===== config.mk =====
export PLATFORM = sky130hd
export DESIGN_NAME = uart_cmd_ctrl
export DESIGN_NICKNAME = d
export VERILOG_FILES = /design/src/rtl/uart_cmd_pkg.sv /design/src/rtl/rx_strobe_sync.sv /design/src/rtl/uart_cmd_ctrl.sv
export SDC_FILE = /design/constraint.sdc
export NUM_CORES = 1
export LEC_CHECK = 0
export BUFFER_PORTS_ARGS = -buffer_cell sky130_fd_sc_hd__buf_2
export CAP_MARGIN = 0
export CORE_ASPECT_RATIO = 1.1
export CORE_UTILIZATION = 50
export CTS_CLUSTER_DIAMETER = 60
export DETAILED_ROUTE_END_ITERATION = 10
export PLACE_DENSITY = 0.85
export RECOVER_POWER = 100
export SLEW_MARGIN = 20
export SYNTH_ARGS = -nofsm -noshare
export SYNTH_HDL_FRONTEND = slang
export SYNTH_SLANG_ARGS = --single-unit

===== constraint.sdc =====
create_clock -name clk -period 2.2 [get_ports clk]
set_input_delay 0.22 -clock clk [delete_from_list [all_inputs] [get_ports clk]]
set_output_delay 0.22 -clock clk [all_outputs]
set_load 0.1 [all_outputs]

===== src/rtl/uart_cmd_pkg.sv =====
// Shared types and constants for the UART command-frame controller.
package uart_cmd_pkg;

    typedef enum logic [2:0] {
        ST_SYNC = 3'd0,
        ST_CMD  = 3'd1,
        ST_DHI  = 3'd2,
        ST_DLO  = 3'd3,
        ST_CSUM = 3'd4
    } state_e;

    localparam logic [7:0] SYNC_BYTE = 8'hAA;

    localparam logic [2:0] CMD_SPX = 3'd1;
    localparam logic [2:0] CMD_SPY = 3'd2;
    localparam logic [2:0] CMD_KP  = 3'd3;
    localparam logic [2:0] CMD_KI  = 3'd4;
    localparam logic [2:0] CMD_KD  = 3'd5;

    // A command byte is valid only when the whole byte is one of the five IDs.
    function automatic logic cmd_valid(input logic [7:0] b);
        return (b >= 8'd1) && (b <= 8'd5);
    endfunction

endpackage


===== src/rtl/rx_strobe_sync.sv =====
// Brings the receiver done level into clk, emits one byte_stb per rising edge.
module rx_strobe_sync (
    input  logic clk,
    input  logic reset,
    input  logic rx_done,
    output logic byte_stb
);

    logic sync1_q;
    logic sync2_q;
    logic prev_q;
    logic fill1_q;
    logic fill2_q;
    logic stb_q;

    // Two-flop synchronizer; edge history only tracks genuine samples so a level
    // already high out of reset is never mistaken for a fresh edge.
    always_ff @(posedge clk) begin
        if (reset) begin
            sync1_q <= 1'b0;
            sync2_q <= 1'b0;
            prev_q  <= 1'b1;
            fill1_q <= 1'b0;
            fill2_q <= 1'b0;
            stb_q   <= 1'b0;
        end else begin
            sync1_q <= rx_done;
            sync2_q <= sync1_q;
            fill1_q <= 1'b1;
            fill2_q <= fill1_q;
            if (fill2_q) begin
                prev_q <= sync2_q;
            end
            stb_q <= fill2_q & sync2_q & ~prev_q;
        end
    end

    assign byte_stb = stb_q;

endmodule


===== src/rtl/uart_cmd_ctrl.sv =====
// Frames 5-byte UART commands and writes the addressed configuration register.
module uart_cmd_ctrl
    import uart_cmd_pkg::*;
#(
    parameter int unsigned TIMEOUT_CYCLES = 200000,
    parameter logic [15:0] SPX_RST        = 16'd0,
    parameter logic [15:0] SPY_RST        = 16'd0,
    parameter logic [15:0] KP_RST         = 16'd0,
    parameter logic [15:0] KI_RST         = 16'd0,
    parameter logic [15:0] KD_RST         = 16'd0
) (
    input  logic        clk,
    input  logic        reset,
    input  logic [7:0]  rx_byte,
    input  logic        rx_done,
    output logic [15:0] setpoint_x,
    output logic [15:0] setpoint_y,
    output logic [15:0] kp,
    output logic [15:0] ki,
    output logic [15:0] kd,
    output logic        cfg_update,
    output logic [2:0]  cfg_id,
    output logic        frame_err,
    output logic [7:0]  err_count
);

    localparam int unsigned TW = $clog2(TIMEOUT_CYCLES + 1);
    localparam logic [TW-1:0] TMO_LIMIT = TW'(TIMEOUT_CYCLES);

    logic          byte_stb;
    state_e        state_q, state_d;
    logic [2:0]    cmd_q, cmd_d;
    logic [7:0]    dhi_q, dhi_d;
    logic [7:0]    dlo_q, dlo_d;
    logic [TW-1:0] tmo_q, tmo_d;
    logic          upd_d;
    logic          err_d;
    logic [7:0]    csum_c;

    rx_strobe_sync u_rx_strobe_sync (
        .clk      (clk),
        .reset    (reset),
        .rx_done  (rx_done),
        .byte_stb (byte_stb)
    );

    assign csum_c = {5'd0, cmd_q} ^ dhi_q ^ dlo_q;

    // Frame FSM state, latched bytes and inter-byte timeout counter.
    always_ff @(posedge clk) begin
        if (reset) begin
            state_q <= ST_SYNC;
            cmd_q   <= '0;
            dhi_q   <= '0;
            dlo_q   <= '0;
            tmo_q   <= '0;
        end else begin
            state_q <= state_d;
            cmd_q   <= cmd_d;
            dhi_q   <= dhi_d;
            dlo_q   <= dlo_d;
            tmo_q   <= tmo_d;
        end
    end

    // Next-state decode; a strobe in the expiry cycle takes priority over the timeout.
    always_comb begin
        state_d = state_q;
        cmd_d   = cmd_q;
        dhi_d   = dhi_q;
        dlo_d   = dlo_q;
        tmo_d   = tmo_q;
        upd_d   = 1'b0;
        err_d   = 1'b0;

        if (state_q != ST_SYNC) begin
            if (byte_stb) begin
                tmo_d = '0;
            end else if (tmo_q == TMO_LIMIT) begin
                err_d   = 1'b1;
                state_d = ST_SYNC;
            end else begin
                tmo_d = tmo_q + TW'(1);
            end
        end

        if (byte_stb) begin
            unique case (state_q)
                ST_SYNC: begin
                    if (rx_byte == SYNC_BYTE) begin
                        state_d = ST_CMD;
                    end
                end
                ST_CMD: begin
                    if (cmd_valid(rx_byte)) begin
                        cmd_d   = rx_byte[2:0];
                        state_d = ST_DHI;
                    end else begin
                        err_d   = 1'b1;
                        state_d = ST_SYNC;
                    end
                end
                ST_DHI: begin
                    dhi_d   = rx_byte;
                    state_d = ST_DLO;
                end
                ST_DLO: begin
                    dlo_d   = rx_byte;
                    state_d = ST_CSUM;
                end
                ST_CSUM: begin
                    if (rx_byte == csum_c) begin
                        upd_d = 1'b1;
                    end else begin
                        err_d = 1'b1;
                    end
                    state_d = ST_SYNC;
                end
                default: state_d = ST_SYNC;
            endcase
        end

        if (state_d == ST_SYNC) begin
            tmo_d = '0;
        end
    end

    // Register file, update/error pulses and saturating error counter.
    always_ff @(posedge clk) begin
        if (reset) begin
            setpoint_x <= SPX_RST;
            setpoint_y <= SPY_RST;
            kp         <= KP_RST;
            ki         <= KI_RST;
            kd         <= KD_RST;
            cfg_update <= 1'b0;
            cfg_id     <= '0;
            frame_err  <= 1'b0;
            err_count  <= '0;
        end else begin
            cfg_update <= upd_d;
            frame_err  <= err_d;
            if (upd_d) begin
                cfg_id <= cmd_q;
                unique case (cmd_q)
                    CMD_SPX: setpoint_x <= {dhi_q, dlo_q};
                    CMD_SPY: setpoint_y <= {dhi_q, dlo_q};
                    CMD_KP:  kp         <= {dhi_q, dlo_q};
                    CMD_KI:  ki         <= {dhi_q, dlo_q};
                    CMD_KD:  kd         <= {dhi_q, dlo_q};
                    default: ;
                endcase
            end
            if (err_d && (err_count != 8'hFF)) begin
                err_count <= err_count + 8'd1;
            end
        end
    end

endmodule


# After elaboration in Yosys (flattened, before gate mapping)
# Cells that the tools add are included.
[totals] word_cells=78 ff_bits=139
[classes] n_eq_ne=14 n_addsub=2 n_bitwise=5 mux=20 reduce_logical=15 magnitude_cmp=2
[op_table] operator="$mux W18" count=2
[op_table] operator="$add A18 B1 Y18 const B" count=1
[op_table] operator="$eq A18 B18 Y1 const B" count=1
[op_table] operator="$reduce_and A2 Y1" count=8
[op_table] operator="$mux W3" count=5
[op_table] operator="$eq A3 B2 Y1 const B" count=4
[op_table] operator="$pmux W3 S4" count=1
[op_table] operator="$mux W1" count=10
[op_table] operator="$eq A3 B3 Y1 const B" count=3
[op_table] operator="$add A8 B1 Y8 const B" count=1
[op_table] operator="$eq A8 B8 Y1" count=1
[op_table] operator="$eq A8 B8 Y1 const B" count=1
[op_table] operator="$ge A8 B1 Y1 const B" count=1
[op_table] operator="$le A8 B3 Y1 const B" count=1
[op_table] operator="$ne A8 B8 Y1 const B" count=1
[op_table] operator="$xor A3 B8 Y8" count=1
[op_table] operator="$xor A8 B8 Y8" count=1
[op_table] operator="$eq A3 B1 Y1 const B" count=2
[op_table] operator="$logic_not A3 Y1" count=2
[op_table] operator="$reduce_and A3 Y1" count=1
[op_table] operator="$reduce_bool A3 Y1" count=1
[op_table] operator="$and A1 B1 Y1" count=2
[op_table] operator="$logic_and A1 B1 Y1" count=2
[op_table] operator="$mux W2" count=1
[op_table] operator="other kinds (4)" count=4

# Logic depth before layout (Yosys ltp)
# Gate-level depths: netlist of the first run.
[logic_depth] depth_word=9 ltp_mapped=10 ltp_nobuf=8

# Cells and area by module
# Synthesis of the first run repeated with hierarchy kept, for this count alone.
[hier_totals] cells_unflattened=606 hier_area_um2=5731.7
[modules_own_cells] mod="uart_cmd_ctrl" instances=1 area_per_inst_um2=5555.3 cells_each=593
[modules_own_cells] mod="rx_strobe_sync" instances=1 area_per_inst_um2=176.4 cells_each=13

# Worst setup path before layout of the first run
# Ideal clock, no wire load.
[synth_timing] path_kind="flip-flop to flip-flop" start="register err_count[0]" end="register err_count[0]" n_path_buf=0 t_required_ns=2.077 stages_incl_launch_ff=7 path_slack_ns=-0.268 t_arrival_ns=2.344 setup_ns=0.123 path_cell_list="dfxtp_1 -> ha_1 -> and3_1 -> and3_1 -> nand3_1 -> a21boi_1 -> mux2_1"
[synth_between] elab_chain_cells=2 elab_cells_between_ends=3 cone_classes="add/sub (1); eq/ne (1); reduce/logical (1)"
[synth_lines] item="start, declared" line_no="uart_cmd_ctrl.sv:24" rtl="output logic [7:0] err_count"
[synth_lines] item="start signal, assigned" line_no="uart_cmd_ctrl.sv:155" rtl="err_count <= err_count + 8'd1;"
[synth_lines] item="branches (longest 2 deep; another with $add A8 B1 Y8)"
# Parallel ways; which one is timed is not known.
# A chain may end at the register's enable or synchronous reset.

# Final worst setup path of the first run
[layout_timing] start="register dlo_q[6]" end="register ki[0]"
[layout_between] elab_chain_cells=6
[layout_lines] item="start, declared" line_no="uart_cmd_ctrl.sv:34" rtl="logic [7:0] dlo_q, dlo_d;"
[layout_lines] item="start signal, assigned" line_no="uart_cmd_ctrl.sv:61" rtl="dlo_q <= dlo_d;"
[layout_lines] item="$xor A8 B8 Y8" line_no="uart_cmd_ctrl.sv:47" rtl="assign csum_c = {5'd0, cmd_q} ^ dhi_q ^ dlo_q;"
[layout_lines] item="$eq A8 B8 Y1" line_no="uart_cmd_ctrl.sv:112" rtl="if (rx_byte == csum_c) begin"
[layout_lines] item="$mux W1" line_no="uart_cmd_ctrl.sv:112"
[layout_lines] item="$mux W1" line_no="uart_cmd_ctrl.sv:88" rtl="unique case (state_q)"
[layout_lines] item="$mux W1" line_no="uart_cmd_ctrl.sv:87" rtl="if (byte_stb) begin"
[layout_lines] item="$reduce_and A2 Y1 (no line)"
[layout_lines] item="end signal, assigned" line_no="uart_cmd_ctrl.sv:149" rtl="CMD_KI: ki <= {dhi_q, dlo_q};"
[layout_lines] item="end, declared" line_no="uart_cmd_ctrl.sv:19" rtl="output logic [15:0] ki,"
# Every way passes these cells.

==> results of run 1 <==
==> flip-flops by register name, summed over array words and instances, names as in the netlist, 3 cells and up <==
| signal | flops |
|---|---|
| cfg_id | 3 |
| cmd_q | 3 |
| dhi_q | 8 |
| dlo_q | 8 |
| err_count | 8 |
| kd | 16 |
| ki | 16 |
| kp | 16 |
| setpoint_x | 16 |
| setpoint_y | 16 |
| state_q | 3 |
| tmo_q | 18 |
==> cell type report <==
type                    instances  area, um2  area share
clock inverters                10      185.2     0.02609
clock buffers                  21      480.5     0.06769
flip-flops and latches        139       2789      0.3929
repair buffers                145      701.9     0.09889
well taps                     147      183.9     0.02591
inverters                       4      15.01    0.002115
multi-input cells             410       2743      0.3864
==> power by group <==
group          switching [mW]  internal (mW)
registers             0.00207           2.52
clock network            1.04           2.13
logic                  0.0748         0.0342
==> cells in the mapped netlist (all sizes together) (4+ instances only) <==
library cell,count,area share
xnor2,21,0.032
mux2i,88,0.15
mux2,5,0.0098
buf,13,0.017
a21oi,26,0.023
or4,4,0.0052
xor2,15,0.023
inv,4,0.0026
dfxtp,139,0.49
nand4,10,0.021
clkbuf,30,0.020
nor2b,12,0.013
nor2,116,0.076
and3,7,0.0077
nand3,13,0.014
nand2,53,0.035
a211oi,4,0.0052
==> worst register-to-register path, stage by stage, from the launching register on <==
cell	delay, ns
dfxtp_1	0.41
xnor2_4	0.14
xnor2_2	0.11
nor4_4	0.39
buf_4	0.25
nand4_4	0.11
buf_4	0.25
mux2i_1	0.19
nor2_1	0.06
==> stage by stage <==
| step | TNS (ns) | worst slack [ns] | area [um2] | total power, mW | cells |
|---|---|---|---|---|---|
| after floorplan | -0.1160 | -0.01761 | 5816 | 2.644 | 596 |
| after global placement | -0.002781 | -0.002781 | 6534 | 2.685 | 839 |
| after detailed placement | -2.814 | -0.1210 | 6534 | 2.689 | 839 |
| after CTS | 0 | 0.05299 | 7248 | 5.837 | 873 |
| after global routing | 0 | 0.004293 | 7098 | 5.950 | 876 |
| final | 0 | 0.1319 | 7098 | 5.800 | 876 |
==> worst min-delay path by stage <==
| stage | to | startpoint | cells past startpoint |
|---|---|---|---|
| 6_report | u_rx_strobe_sync.sync1_q | rx_done | 2 |
| 5_1_grt | u_rx_strobe_sync.sync1_q | rx_done | 2 |
| 4_1_cts | u_rx_strobe_sync.sync1_q | rx_done | 2 |
| 3_5_place_dp | u_rx_strobe_sync.fill2_q | u_rx_strobe_sync.fill1_q | 1 |
| 3_3_place_gp | u_rx_strobe_sync.byte_stb | u_rx_strobe_sync.prev_q | 1 |
| 2_1_floorplan | u_rx_strobe_sync.sync1_q | rx_done | 1 |
==> repair_timing <==
item | in CTS | in global routing
gates resized for setup | 1 | 4
gates cloned | 0 | 0
pin swaps | 2 | 1
endpoints found under the setup margin | 47 | 69
setup buffers | 3 | 3
==> cells in the final DEF (no fill, tap or decap), types with 7 or more instances in the layout <==
master,n
xor2_1,15
nand2_1,53
mux2i_1,88
clkbuf_1,95
clkbuf_16,17
nand3_1,13
nor2b_1,12
xnor2_1,19
nand4_1,7
nor2_1,116
and3_1,7
buf_2,9
a21oi_1,24
buf_4,38
dfxtp_1,134
==> layer usage <==
layer  GRT usage  vias up  share of wire
li1            -     2239              -
met2      0.4498      163           0.51
met4     0.08095        0          0.014
met1      0.2805     2218           0.42
met3     0.04667       18          0.051
met5           0        -              0
==> cells by family (layout without fill, tap and decap cells) <==
family / after synthesis / count (layout) / share of synthesized area
AO/OA/AOI/OAI: 40 / 40 / 0.04176
XOR/XNOR: 36 / 36 / 0.05510
adder cells (fa/ha/maj): 3 / 3 / 0.006560
buffers and inverters: 47 / 180 / 0.03913
flip-flops: 139 / 139 / 0.4862
multiplexers: 93 / 93 / 0.1638
AND/OR/NAND/NOR: 238 / 238 / 0.2075
==> run summary, run 1 <==
Lkg Pwr - 3.301 nW
Worst hold path type - in -> reg
Htree depth - 4
Antenna Cells - 0
Reg-to-Reg Start - dlo_q[6]
Unrepaired setup endpoints after global routing - false
Ys flop type - dfxtp_1
Clk pin slew, worst setup/hold paths - 0.06 ns
Critical Path Start Type - register
Reg2Reg Setup Slack - 0.13 ns
Worst Hold Slack - 0.02207 ns
Final RePlAce weighted congestion - 0.8904
Max VDD drop - 0.4567 mV
Largest net degree at the start of global routing - 81
Delay-heaviest family, CP - simple AND/OR/NAND/NOR gates
Area growth syn-to-layout - 24.03%
R2R cell count - 8
Post-DR vias/cell - 5.295
Routed Antenna Nets - 0
Worst skew pair latency - 0.41 ns
Grt total ovfl - 0
Via Count - 4638
Cts hold-fix bufs - 0
CTS sink cnt - 139
Layout Skew - 0.008352 ns
I/O Pins - 104
Final WL - 14.11 mm
CP peak stage delay - 0.41 ns
Net count, final - 731
Status - finished clean
Actual slew at the worst max-slew pin - 1.221 ns
Final setup violation count - 0
I/O Buffers - 103
Largest buffer count on any clock path - 2
Minimum clock period - 2.068 ns
Fin. max-slew vios - 0
Number of antenna violations at the first check in global routing - 0
Post-synth ARST share - 0
Share of cells above drive strength 1 - 0.1399
First-pass GRT wire length - 22.59 mm
Mapped Area - 5723 um2
Kind of critical path - reg -> reg
CP Capture Point - ki[0]
Drt wl/cell - 16.11 um
CTS tree - done
Overall die width - 104.0 um
Core area - 11010 um2
Reg-to-reg endpoint - ki[0]
Post-synth cell types - 42
Yosys reg bits - 139
Cell count after synthesis - 596
Max Cap Viol - 0
WP data arrival - 2.33 ns
Gr usage total - 0.2425
Tcrit/Tclk final - 0.9400
Syn nets - 610
Worst Setup SP - dlo_q[6]
Sequential element share of the synthesized area - 0.4862
Clock buffer count from CTS - 17
Fmax - 483.5 MHz
Power Dens Cells - 817.1 nW/um2
Drc violations - 0
CP Data Required Time - 2.46 ns
Number of synthesized flops with an enable pin - 0
Pre-antenna DRT Iters - 4
Syn Area/Cell - 9.602 um2
Layout Utilization - 0.6447
Site row count - 40
Dpl hpwl - 9.627 mm
Fin. Hold Viols - 0
Stages on worst setup path - 8
Worst setup EP type - register
Ys Warns - 0
Layout fillers - 907
Initial Util - 0.5198
CP max stage cell - dfxtp_1
Crit Path Max Fanout - 16
CP Cell Sequence - xnor2_4 > xnor2_2 > nor4_4 > buf_4 > nand4_4 > buf_4 > mux2i_1 > nor2_1
Die height - 114.2 um
Vias in the first global route - 4515
CP Buf/Inv Count - 2
Die area - 11880 um2
DRT iter0 DRCs - 286
Slew HR - 0.1898
CTS Root Buffer Type - clkbuf_16
Most frequent CP cell - buf_4
(Power assumes the default switching activity.)
==> inputs of run 2 (changes only) <==
- CORE_UTILIZATION: 50 -> 40
- PLACE_DENSITY: 0.85 -> 0.72
==> run summary, run 2 (same netlist as run 1, synthesis figures left out) <==
Hold EP - dhi_q[5]
Dpl hpwl - 9.641 mm
Clk pin slew, worst setup/hold paths - 0.06 ns
Fmax - 484.5 MHz
Minimum clock period - 2.064 ns
Worst hold path type - in -> reg
Routed Antenna Nets - 0
Max Cap Viol - 0
Largest net degree at the start of global routing - 91
Post-Route Setup TNS - 0 ns
DRT iter0 DRCs - 258
Clk network pwr share - 0.531
Sw frac - 0.2065
Tcrit/Tclk final - 0.9382
CTS Root Buffer Type - clkbuf_16
Max VDD drop - 0.4264 mV
Critical Path Start Type - register
Max reg flops - 18
CP Data Required Time - 2.50 ns
Site row count - 45
CP peak stage delay - 0.47 ns
Min-Delay Path Depth - 3
Kind of critical path - reg -> reg
Drt wl/cell - 14.84 um
Grt total ovfl - 0
Final WL - 13.58 mm
Area growth syn-to-layout - 23.83%
Post-DR vias/cell - 4.980
Slew HR - 0.1889
Via Count - 4557
Number of antenna violations at the first check in global routing - 0
Overall die width - 116.0 um
CTS tree - done
First-pass GRT wire length - 21.38 mm
Reg-to-Reg Start - tmo_q[8]
WP data arrival - 2.37 ns
Die height - 127.5 um
Clock buffer count from CTS - 17
CP Cell Sequence - or4bb_1 > nor3_1 > and3_1 > a21oi_2 > a21boi_2 > mux2_1
Layout Utilization - 0.5096
Drc violations - 0
Placed Area - 6655 um2
Gate power share - 0.020
Share of cells above drive strength 1 - 0.1350
Initial Util - 0.4115
Actual slew at the worst max-slew pin - 1.222 ns
Total design power - 5.621 mW
Reg-to-reg endpoint - err_count[0]
Hold path startpoint - rx_byte[5]
Worst setup EP type - register
Final setup violation count - 0
Worst Hold Slack - 0.09925 ns
I/O Buffers - 103
Fin. max-slew vios - 0
Power Dens Cells - 793.1 nW/um2
Fin. Hold Viols - 0
Power share of the sequential group - 0.449
Setup bufs post-CTS - 0
Unrepaired setup endpoints after global routing - false
Largest register by flop count - tmo_q
Die area - 14790 um2
Switching power - 1.161 mW
Htree depth - 4
CTS sink cnt - 139
Largest buffer count on any clock path - 2
Status - finished clean
Worst skew pair latency - 0.42 ns
Final Instance Area - 7087 um2
Net count, final - 727
Vias in the first global route - 4401
Gr usage total - 0.1906
Most frequent cells in the layout - dfxtp_1 (135), nor2_1 (116), clkbuf_1 (94), mux2i_1 (88), nand2_1 (53)
CP max stage cell - or4bb_1
I/O Pins - 104
Lkg Pwr - 3.232 nW
Pre-antenna DRT Iters - 4
Commonest non-fill, non-tap cell in the layout - dfxtp_1
Layout Skew - 0.006998 ns
Final RePlAce weighted congestion - 0.7829
Reg2Reg Setup Slack - 0.14 ns
R2R cell count - 6
Internal power - 4.460 mW
Core area - 13910 um2
Crit Path Max Fanout - 8
run 2: cell types whose count changed in the layout (fill, tap and decap cells not counted), moves of 2 or more:
cell / change
nand4_4: -2
buf_4: -7
clkbuf_4: +4
clkbuf_8: -4
clkinvlp_4: +3
nand4_1: +2
run 2: worst max-delay path, delay by kind of cell, from the launching register on:
family | cells | cell delay [ns]
AOI/OAI and AO/OA | 2 | 0.31
DFF | 1 | 0.33
muxes | 1 | 0.33
and+or+nand+nor | 3 | 0.97
run 2: worst max-delay path by stage:
stage / from / end / slack [ns] / cells after the start
global placement: state_q[0] / err_count[5] / 0.02 / 5
floorplan: dlo_q[4] / err_count[2] / -0.02 / 7
global route: tmo_q[8] / tmo_q[14] / 0.01 / 6
detailed placement: rx_byte[2] / tmo_q[8] / -0.04 / 7
finish: tmo_q[8] / err_count[0] / 0.14 / 6
CTS: tmo_q[7] / tmo_q[14] / 0.01 / 6
run 2: stage by stage:
stage | std cells | setup WS [ns]
finish | 915 | 0.1359
global route | 914 | 0.009929
CTS | 914 | 0.01370
detailed placement | 881 | -0.04380
global placement | 881 | 0.01782
floorplan | 596 | -0.01761
run 2: power groups by stage:
stage | logic [mW] | registers [mW] | clock network (mW)
after global routing | 0.120 | 2.52 | 3.17
after CTS | 0.114 | 2.52 | 3.05
after detailed placement | 0.112 | 2.58 | 0
after floorplan | 0.0656 | 2.58 | 0
final | 0.110 | 2.52 | 2.99
after global placement | 0.110 | 2.58 | 0
run 2: what timing repair did:
action,CTS,global route
endpoints found under the setup margin,2,17
gates resized for setup,1,2
hold buffers,1,0
hold endpoints to repair,1,0
run 2: area by class of cell:
cell class / instances / area [um2]
fill: 1371 / 6820
sequential: 139 / 2788
multi-input combinational: 410 / 2725
timing repair buffer: 141 / 696.9
clock buffer: 18 / 429.2
tap: 188 / 235.2
clock inverter: 14 / 195.2
inverter: 4 / 15.01
antenna: 1 / 2.502
run 2: routing by layer:
metal,GRT usage,share of wire,up-vias
li1,-,-,2232
met1,0.2098,0.42,2195
met2,0.3442,0.52,110
met3,0.04744,0.047,20
met4,0.07994,0.017,0
met5,0,0,-
==> inputs of run 3 (changes only) <==
- CORE_UTILIZATION: 40 -> 35
- PLACE_DENSITY: 0.72 -> 0.65
==> run summary, run 3 (same netlist as run 1, synthesis figures left out) <==
Core area - 15860 um2
CTS sink cnt - 139
Post-DR vias/cell - 4.807
CP Cell Sequence - xnor2_4 > xnor2_2 > nor4_4 > buf_4 > nand4_4 > clkbuf_4 > mux2i_1 > nor2_1
Fmax - 484.5 MHz
WP data arrival - 2.32 ns
Final RePlAce weighted congestion - 0.7849
Worst hold path type - in -> reg
CP peak stage delay - 0.47 ns
Largest register by flop count - tmo_q
Hold path startpoint - rx_done
Max Cap Viol - 0
Htree depth - 4
Worst setup EP type - register
DRT iter0 DRCs - 214
Dpl hpwl - 9.789 mm
Actual slew at the worst max-slew pin - 1.262 ns
Worst skew pair latency - 0.42 ns
Grt total ovfl - 0
I/O Buffers - 103
Area growth syn-to-layout - 25.32%
Fin. max-slew vios - 0
Number of antenna violations at the first check in global routing - 1
Site row count - 48
Lkg Pwr - 3.318 nW
Most frequent cells in the layout - dfxtp_1 (135), nor2_1 (116), clkbuf_1 (93), mux2i_1 (88), nand2_1 (53)
Setup bufs post-CTS - 0
CP Data Required Time - 2.45 ns
First-pass GRT wire length - 21.47 mm
Largest buffer count on any clock path - 2
Max VDD drop - 0.5302 mV
Die height - 136.1 um
Worst Hold Slack - 0.02269 ns
Max reg flops - 18
Largest net degree at the start of global routing - 63
Placed Area - 6690 um2
Die area - 16870 um2
Final Instance Area - 7172 um2
Post-Route Setup TNS - 0 ns
Worst Setup SP - dlo_q[6]
Gr usage total - 0.1702
Initial Util - 0.3610
Net count, final - 732
Kind of critical path - reg -> reg
Via Count - 4480
Clock buffer count from CTS - 17
Critical Path Start Type - register
Power Dens Cells - 790.8 nW/um2
Commonest non-fill, non-tap cell in the layout - dfxtp_1
Fin. Hold Viols - 0
Status - finished clean
Tcrit/Tclk final - 0.9381
Layout fillers - 1601
Slew HR - 0.1626
I/O Pins - 104
Minimum clock period - 2.064 ns
Unrepaired setup endpoints after global routing - false
Share of cells above drive strength 1 - 0.1436
Drc violations - 0
Drt wl/cell - 15.01 um
Reg-to-Reg Start - dlo_q[6]
Routed Antenna Nets - 0
Crit Path Max Fanout - 16
Layout Utilization - 0.4523
CTS Root Buffer Type - clkbuf_16
Vias in the first global route - 4213
Layout Skew - 0.01039 ns
CP max stage cell - dfxtp_1
CP Buf/Inv Count - 2
Pre-antenna DRT Iters - 4
Delay-heaviest family, CP - buffers and inverters
Clk pin slew, worst setup/hold paths - 0.06 ns
CTS tree - done
Final WL - 13.99 mm
Final setup violation count - 0
Overall die width - 123.9 um
Cts hold-fix bufs - 0
## run 3: cell count changes in the layout (fill, tap and decap cells not counted), sizes merged
| cell | change |
|---|---|
| clkinvlp | -2 |
| dlygate4sd3 | -1 |
| clkbuf | +3 |
| clkinv | +2 |
| inv | -2 |
| buf | +5 |
## run 3: where the power goes
part	total, mW	internal (mW)	switching (mW)
sequential	2.52	2.52	0.00209
combinational	0.112	0.0365	0.0751
clock	3.03	1.98	1.06
## run 3: area by class of cell
| type | count | area, um2 | area share |
|---|---|---|---|
| Inverter | 4 | 15.01 | 0.002094 |
| Timing Repair Buffer | 146 | 721.9 | 0.1007 |
| Antenna cell | 1 | 2.502 | 0.0003489 |
| Sequential cell | 139 | 2788 | 0.3887 |
| Multi-Input combinational cell | 410 | 2759 | 0.3847 |
| Clock inverter | 12 | 168.9 | 0.02355 |
| Clock buffer | 20 | 466.7 | 0.06507 |
| Tap cell | 200 | 250.2 | 0.03489 |
## run 3: metal layers
layer | global-route usage | vias to the layer above | wire, um
met1 | 0.2082 | 2112 | 6365
met5 | 0 | - | 0
met2 | 0.2765 | 112 | 6515
li1 | - | 2234 | -
met3 | 0.04111 | 22 | 797
met4 | 0.08466 | 0 | 313
## run 3: path summary, 6_finish.rpt
kind                          endpoint  slack, ns  cells after the start
min reg2reg  u_rx_strobe_sync.byte_stb       0.42                      1
max reg2reg              setpoint_x[1]       0.14                      8
min           u_rx_strobe_sync.sync1_q       0.02                      2
max                      setpoint_x[1]       0.14                      8
## run 3: per-stage QoR
stage,worst slack (ns),power (mW),std cells
3_5_place_dp,0.01496,2.694,899
6_report,0.1361,5.671,932
2_1_floorplan,-0.01761,2.644,596
3_3_place_gp,0.05258,2.694,899
4_1_cts,0.005143,5.733,931
5_1_grt,0.005810,5.850,931
## run 3: what timing repair did
action / in CTS / in global routing
resized for setup: 0 / 3
endpoints found under the hold margin: 0 / 0
setup endpoints to repair: 0 / 25
